## src/rtl/counter_ctrl_pkg.sv

```systemverilog
// counter_ctrl_pkg: shared command/state encodings and default widths for the counter timer
package counter_ctrl_pkg;
  localparam int W_DEF = 32;
  localparam int WRAP_W_DEF = 16;
  typedef enum logic [1:0] {START_ONESHOT, START_PERIODIC, STOP, RESUME} cmd_op_e;
  typedef enum logic [1:0] {IDLE, RUN, PAUSE} ctrl_state_e;
endpackage

```

## src/rtl/counter_core.sv

```systemverilog
// counter_core: W-bit up-counter with clear priority over enable, sync active-low reset
module counter_core #(
  parameter int W = 32
) (
  input  logic         clk,
  input  logic         rst,
  input  logic         en,
  input  logic         clr,
  output logic [W-1:0] count
);
  always_ff @(posedge clk)
    count <= !rst ? '0 : clr ? '0 : en ? count + W'(1) : count;
endmodule

```

## src/rtl/counter_timer_ctrl.sv

```systemverilog
// counter_timer_ctrl: valid/ready command sequencer owning a one-shot/periodic up-counter with expire, tally and sticky irq
module counter_timer_ctrl
  import counter_ctrl_pkg::*;
#(
  parameter int W = W_DEF,
  parameter int WRAP_W = WRAP_W_DEF
) (
  input  logic              clk,
  input  logic              rst,
  input  logic              cmd_valid,
  output logic              cmd_ready,
  input  logic [1:0]        cmd_op,
  input  logic [W-1:0]      cmd_period,
  output logic              cmd_err,
  output logic [W-1:0]      count,
  output logic              busy,
  output logic              expire,
  output logic [WRAP_W-1:0] wrap_count,
  output logic              irq,
  input  logic              irq_ack
);
  ctrl_state_e state, nxt;
  cmd_op_e     op;
  logic [W-1:0] period;
  logic oneshot, accept, start, start_ok, terminal;
  assign op       = cmd_op_e'(cmd_op);
  assign accept   = cmd_valid & cmd_ready;
  assign start    = accept & (op == START_ONESHOT || op == START_PERIODIC);
  assign start_ok = start & |cmd_period;
  assign terminal = state == RUN && count == period - W'(1);
  assign busy     = state == RUN;
  always_comb
    nxt = start_ok                                ? RUN   :
          accept && op == STOP && state == RUN     ? PAUSE :
          accept && op == RESUME && state == PAUSE ? RUN   :
          terminal && oneshot                      ? IDLE  : state;
  counter_core #(.W(W)) u_core (
    .clk  (clk),
    .rst  (rst),
    .en   (state == RUN),
    .clr  (start_ok | terminal),
    .count(count)
  );
  always_ff @(posedge clk) begin
    if (!rst) begin
      state      <= IDLE;
      period     <= '0;
      oneshot    <= 1'b0;
      cmd_ready  <= 1'b0;
      cmd_err    <= 1'b0;
      expire     <= 1'b0;
      wrap_count <= '0;
      irq        <= 1'b0;
    end else begin
      state      <= nxt;
      cmd_ready  <= !accept;
      cmd_err    <= start & ~|cmd_period;
      expire     <= terminal;
      irq        <= terminal | (irq & !irq_ack);
      wrap_count <= terminal ? (&wrap_count ? wrap_count : wrap_count + WRAP_W'(1)) :
                    start_ok ? '0 : wrap_count;
      if (start_ok) begin
        period  <= cmd_period;
        oneshot <= op == START_ONESHOT;
      end
    end
  end
endmodule
```

## config.mk

```make
export PLATFORM = sky130hd
export DESIGN_NAME = counter_timer_ctrl
export DESIGN_NICKNAME = d
export VERILOG_FILES = /design/src/rtl/counter_ctrl_pkg.sv /design/src/rtl/counter_core.sv /design/src/rtl/counter_timer_ctrl.sv
export SDC_FILE = /design/constraint.sdc
export NUM_CORES = 1
export LEC_CHECK = 0
export CAP_MARGIN = 20
export CORE_ASPECT_RATIO = 0.75
export CORE_MARGIN = 2
export CORE_UTILIZATION = 53
export DETAILED_ROUTE_END_ITERATION = 12
export HOLD_SLACK_MARGIN = 0.03
export PLACE_DENSITY = 0.9
export SETUP_SLACK_MARGIN = 0.3
export SLEW_MARGIN = 10
export SYNTH_ARGS = -nofsm -noshare
export SYNTH_HDL_FRONTEND = slang
export SYNTH_SLANG_ARGS = --single-unit
export TNS_END_PERCENT = 1
```

## constraint.sdc

```tcl
create_clock -name clk -period 3.3 [get_ports clk]
set_clock_uncertainty 0.05 [all_clocks]
set_input_delay 0.33 -clock clk [delete_from_list [all_inputs] [get_ports clk]]
set_output_delay 0.33 -clock clk [all_outputs]
set_load 0.05 [all_outputs]
```

==> metrics.md <==
| Metric | Value |
|---|---|
| Count of hold buffers inserted by post-cts repair | 0 |
| Unrepaired setup endpoints after global routing | true |
| First-pass GRT wire length | approximately 23000 um |
| Clock tree from TritonCTS | yes |
| Initial standard-cell utilization of the core | between 50% and 60% |
| NumNets Final | about 770 |
| Number of different library cells in the post-synthesis netlist | 62 |
| Antenna Cells | 0 |
| Largest driver fanout on the critical path | 8 |
| Synthesized netlist net count | 678 |
| Worst hold start | period[1]$_SDFFE_PN0P_ |
| Maximum number of pins on one net before global-route repair | 29 |
| Number of iterations in the first detailed-routing pass | 5 |
| Post-synthesis sequential area ratio | 35.0% |
| Die Span Y | a little under 90 um |
| Number of max-cap violations | 0 |
| Category of the worst setup path capture point | flop |
| Post-synth EDFFs | 0 |
| Total negative slack | 0 ns |
| Total wire length | 14100 um |
| Cell total after placement | 843 |
| Reg-to-reg critical path startpoint | period[25]$_SDFFE_PN0P_ |
| Overflow left after global routing | 0 |
| Share of synthesized registers carrying an async set or reset | 0% |
| Clock-pin slew reported for the worst setup and hold paths after clock tree synthesis | 0.07 ns |
| Data required time of the critical path | between 3 and 4 ns |
| Number of nets with antenna violations after detailed routing | 0 |
| Path depth of the worst reg2reg path | 8 |
| Die Outline Area | 0.0102 mm2 |
| I/O pin total | 91 |
| Terminating pin of the worst hold path | period[1]$_SDFFE_PN0P_ |
| DRC violation total after the first TritonRoute iteration | 465 |
| Max-slew violations | 0 |
| Run status | completed |
| DIE WIDTH | roughly 120 um |
| Max-slew headroom | 57.0% |
| Finished layout cell area | 0.00648 mm2 |
| Area Growth Syn to Fin | 30.5% |
| Number of antenna violations at the first check in global routing | 0 |
| Per-cell routed wire length | between 15 and 20 um |
| Hold Fails Final Rpt | 0 |
| Fraction of layout instances using a drive strength above 1 | 10.1% |
| Clock sink total | 87 |
| Number of fillers in the final layout | around 700 |
| Total standard cell area after synthesis | slightly below 0.005 mm2 |
| Mapped Cells | about 640 |
| Static Leak | 2.23 nW |
| Top cell type's share of synthesized area | between 30% and 40% |
| YS warnings | 0 |
| Max Buffers Root-to-Sink | 2 |
| Largest vdd supply drop | 0.000237 V |
| Number of non-filler instances in the completed layout | 860 |
| Number of levels the H-tree was split into | 3 |
| Via Count | 5056 |
| Final routed DRC violation total | 0 |
| GRT Overall Usage | 28.7% |
| Transition time at the pin with the least slew margin | 0.641 ns |
| Number of global-route vias before repair | 4827 |
| Total placed instance area | 0.00603 mm2 |
| Post-synth top area cell | sky130_fd_sc_hd__dfxtp_1 |
| Path type of the worst min-delay path | reg -> reg |
| Overall power after layout | around 2.6 mW |
| Commonest register cell after synthesis | sky130_fd_sc_hd__dfxtp_1 |
| Root buffer cell | sky130_fd_sc_hd__clkbuf_16 |
| Number of port buffers | 90 |
| Class of the most critical setup path | reg -> reg |
| TritonCTS Buffers | 9 |
| DR vias/cell | 5.88 |
| Upper clock frequency limit | 342 MHz |
| Placer's final routability congestion estimate | 0.942 |
| Critical register-to-register path endpoint | wrap_count[9]$_SDFFE_PN0P_ |
| Number of rows in the core area | 30 |
| Synthesized area per cell | 7.80 um2 |
| Core area | 0.00908 mm2 |
| Critical path arrival | 3.13 ns |
| Clock latency on the worst-skew pair | 0.34 ns |
| Cell area power density | 407 mW/mm2 |
| Final critical-path share of the clock period | roughly nine tenths |
| Critical Path Start Type | flop |
| Half-perimeter wire length of the detailed placement result | 10600 um |
| Setup-violating endpoint count in the final report | 0 |
| Hold path cells | 2 |
| Clock period minus final worst setup slack | 2.92 ns |
| Seq cells post-synth | 87 |
| Cell types with the largest area share after synthesis | sky130_fd_sc_hd__dfxtp_1 (35%), sky130_fd_sc_hd__nand2_1 (6.9%), sky130_fd_sc_hd__xnor2_1 (6.9%) |
| Internal reg-to-reg setup slack | around 0.38 ns |
| Smallest hold slack | 0.444 ns |
==> cell usage after synthesis (10+ instances only) <==
| master | number |
|---|---|
| sky130_fd_sc_hd__clkbuf_1 | 19 |
| sky130_fd_sc_hd__xor2_1 | 32 |
| sky130_fd_sc_hd__nor4_1 | 17 |
| sky130_fd_sc_hd__inv_1 | 10 |
| sky130_fd_sc_hd__a31oi_1 | 10 |
| sky130_fd_sc_hd__nand3b_1 | 10 |
| sky130_fd_sc_hd__nor3_1 | 13 |
| sky130_fd_sc_hd__nand2_1 | 91 |
| sky130_fd_sc_hd__o21ai_1 | 10 |
| sky130_fd_sc_hd__and3_1 | 18 |
| sky130_fd_sc_hd__nor2_1 | 71 |
| sky130_fd_sc_hd__xnor2_1 | 39 |
| sky130_fd_sc_hd__nand3_1 | 23 |
| sky130_fd_sc_hd__nand4_1 | 20 |
| sky130_fd_sc_hd__dfxtp_1 | 87 |
| sky130_fd_sc_hd__a21oi_1 | 52 |
==> cells by family after synthesis <==
family                   count (synthesis)  synth area share (%)
buffers and inverters                   43                  4.28
AO/OA/AOI/OAI                          109                  13.1
adder cells (fa/ha/maj)                  3                 0.755
flip-flops                              87                  35.0
XOR/XNOR                                71                  12.5
AND/OR/NAND/NOR                        322                  33.9
multiplexers                             2                 0.403
==> power breakdown <==
group          switching, mW  total, mW  leakage [nW]  internal (mW)
Clock                  0.429       1.17         0.166          0.743
Sequential            0.0235       1.09         0.705           1.06
Combinational          0.212      0.377          1.36          0.165
==> flip-flops by register name, summed over array words and instances, names as in the netlist <==
name and flops:
u_core.count 32, wrap_count 16, state 2, oneshot 1, expire 1, cmd_ready 1
irq 1, period 32, cmd_err 1
==> area by class of cell <==
cell class                 instances  area [um2]  share of cell area (%)
inverter                          11        41.3                   0.637
clock buffer                       9         225                    3.47
multi-input combinational        507        3110                    48.0
sequential                        87        1750                    27.0
timing repair buffer             112        1080                    16.7
tap                              128         160                    2.47
clock inverter                     6         116                    1.79
==> how the worst max path moves through the flow <==
stage	start	slack [ns]	endpoint
after floorplan	u_core.count[8]$_SDFFE_PP0P_	0.50	wrap_count[6]$_SDFFE_PN0P_
after global placement	period[0]$_SDFFE_PN0P_	0.23	wrap_count[7]$_SDFFE_PN0P_
after detailed placement	period[0]$_SDFFE_PN0P_	0.16	wrap_count[7]$_SDFFE_PN0P_
after CTS	period[0]$_SDFFE_PN0P_	0.29	wrap_count[9]$_SDFFE_PN0P_
after global routing	period[0]$_SDFFE_PN0P_	0.27	u_core.count[17]$_SDFFE_PP0P_
final	period[25]$_SDFFE_PN0P_	0.38	wrap_count[9]$_SDFFE_PN0P_
==> per-stage QoR <==
step                      setup WS, ns  utilization [%]
after detailed placement         0.165             66.4
final                            0.379             71.4
after CTS                        0.294             70.5
after global routing             0.270             71.4
after floorplan                  0.498                -
after global placement           0.233             66.4
==> placed cells by master (no fill, tap or decap), types with 9 or more instances in the layout <==
cell	Yosys	routed
sky130_fd_sc_hd__a21oi_1	52	51
sky130_fd_sc_hd__a31oi_1	10	10
sky130_fd_sc_hd__and3_1	18	18
sky130_fd_sc_hd__buf_4	2	20
sky130_fd_sc_hd__clkbuf_16	0	9
sky130_fd_sc_hd__clkdlybuf4s50_1	0	90
sky130_fd_sc_hd__dfxtp_1	87	83
sky130_fd_sc_hd__inv_1	10	10
sky130_fd_sc_hd__nand2_1	91	90
sky130_fd_sc_hd__nand3_1	23	23
sky130_fd_sc_hd__nand3b_1	10	10
sky130_fd_sc_hd__nand4_1	20	20
sky130_fd_sc_hd__nor2_1	71	69
sky130_fd_sc_hd__nor3_1	13	11
sky130_fd_sc_hd__nor4_1	17	14
sky130_fd_sc_hd__o21ai_1	10	10
sky130_fd_sc_hd__xnor2_1	39	39
sky130_fd_sc_hd__xor2_1	32	32
==> worst max-delay path: stages, from the launching register on <==
cell and delay (ns):
sky130_fd_sc_hd__dfxtp_2 0.37, sky130_fd_sc_hd__or4_4 0.58, sky130_fd_sc_hd__xor2_1 0.17, sky130_fd_sc_hd__nor4_2 0.19
sky130_fd_sc_hd__a41oi_2 0.20, sky130_fd_sc_hd__a2111oi_2 0.41, sky130_fd_sc_hd__and4_4 0.34, sky130_fd_sc_hd__or3b_1 0.36
sky130_fd_sc_hd__a31oi_1 0.18
==> layer usage <==
metal / track usage [%] / vias to the layer above / share of wire (%)
met1: 39.0 / 2398 / 45
met4: 6.17 / 0 / 1.0
met3: 4.98 / 14 / 6.9
met2: 48.3 / 214 / 47
met5: 0 / - / 0
li1: - / 2430 / -
==> timing repair <==
item	4_1_cts	5_1_grt
resized for setup	6	19
pin swaps	2	6
buffers inserted	2	0
setup endpoints to repair	47	48
No activity file was read; power rests on OpenSTA's default activity.
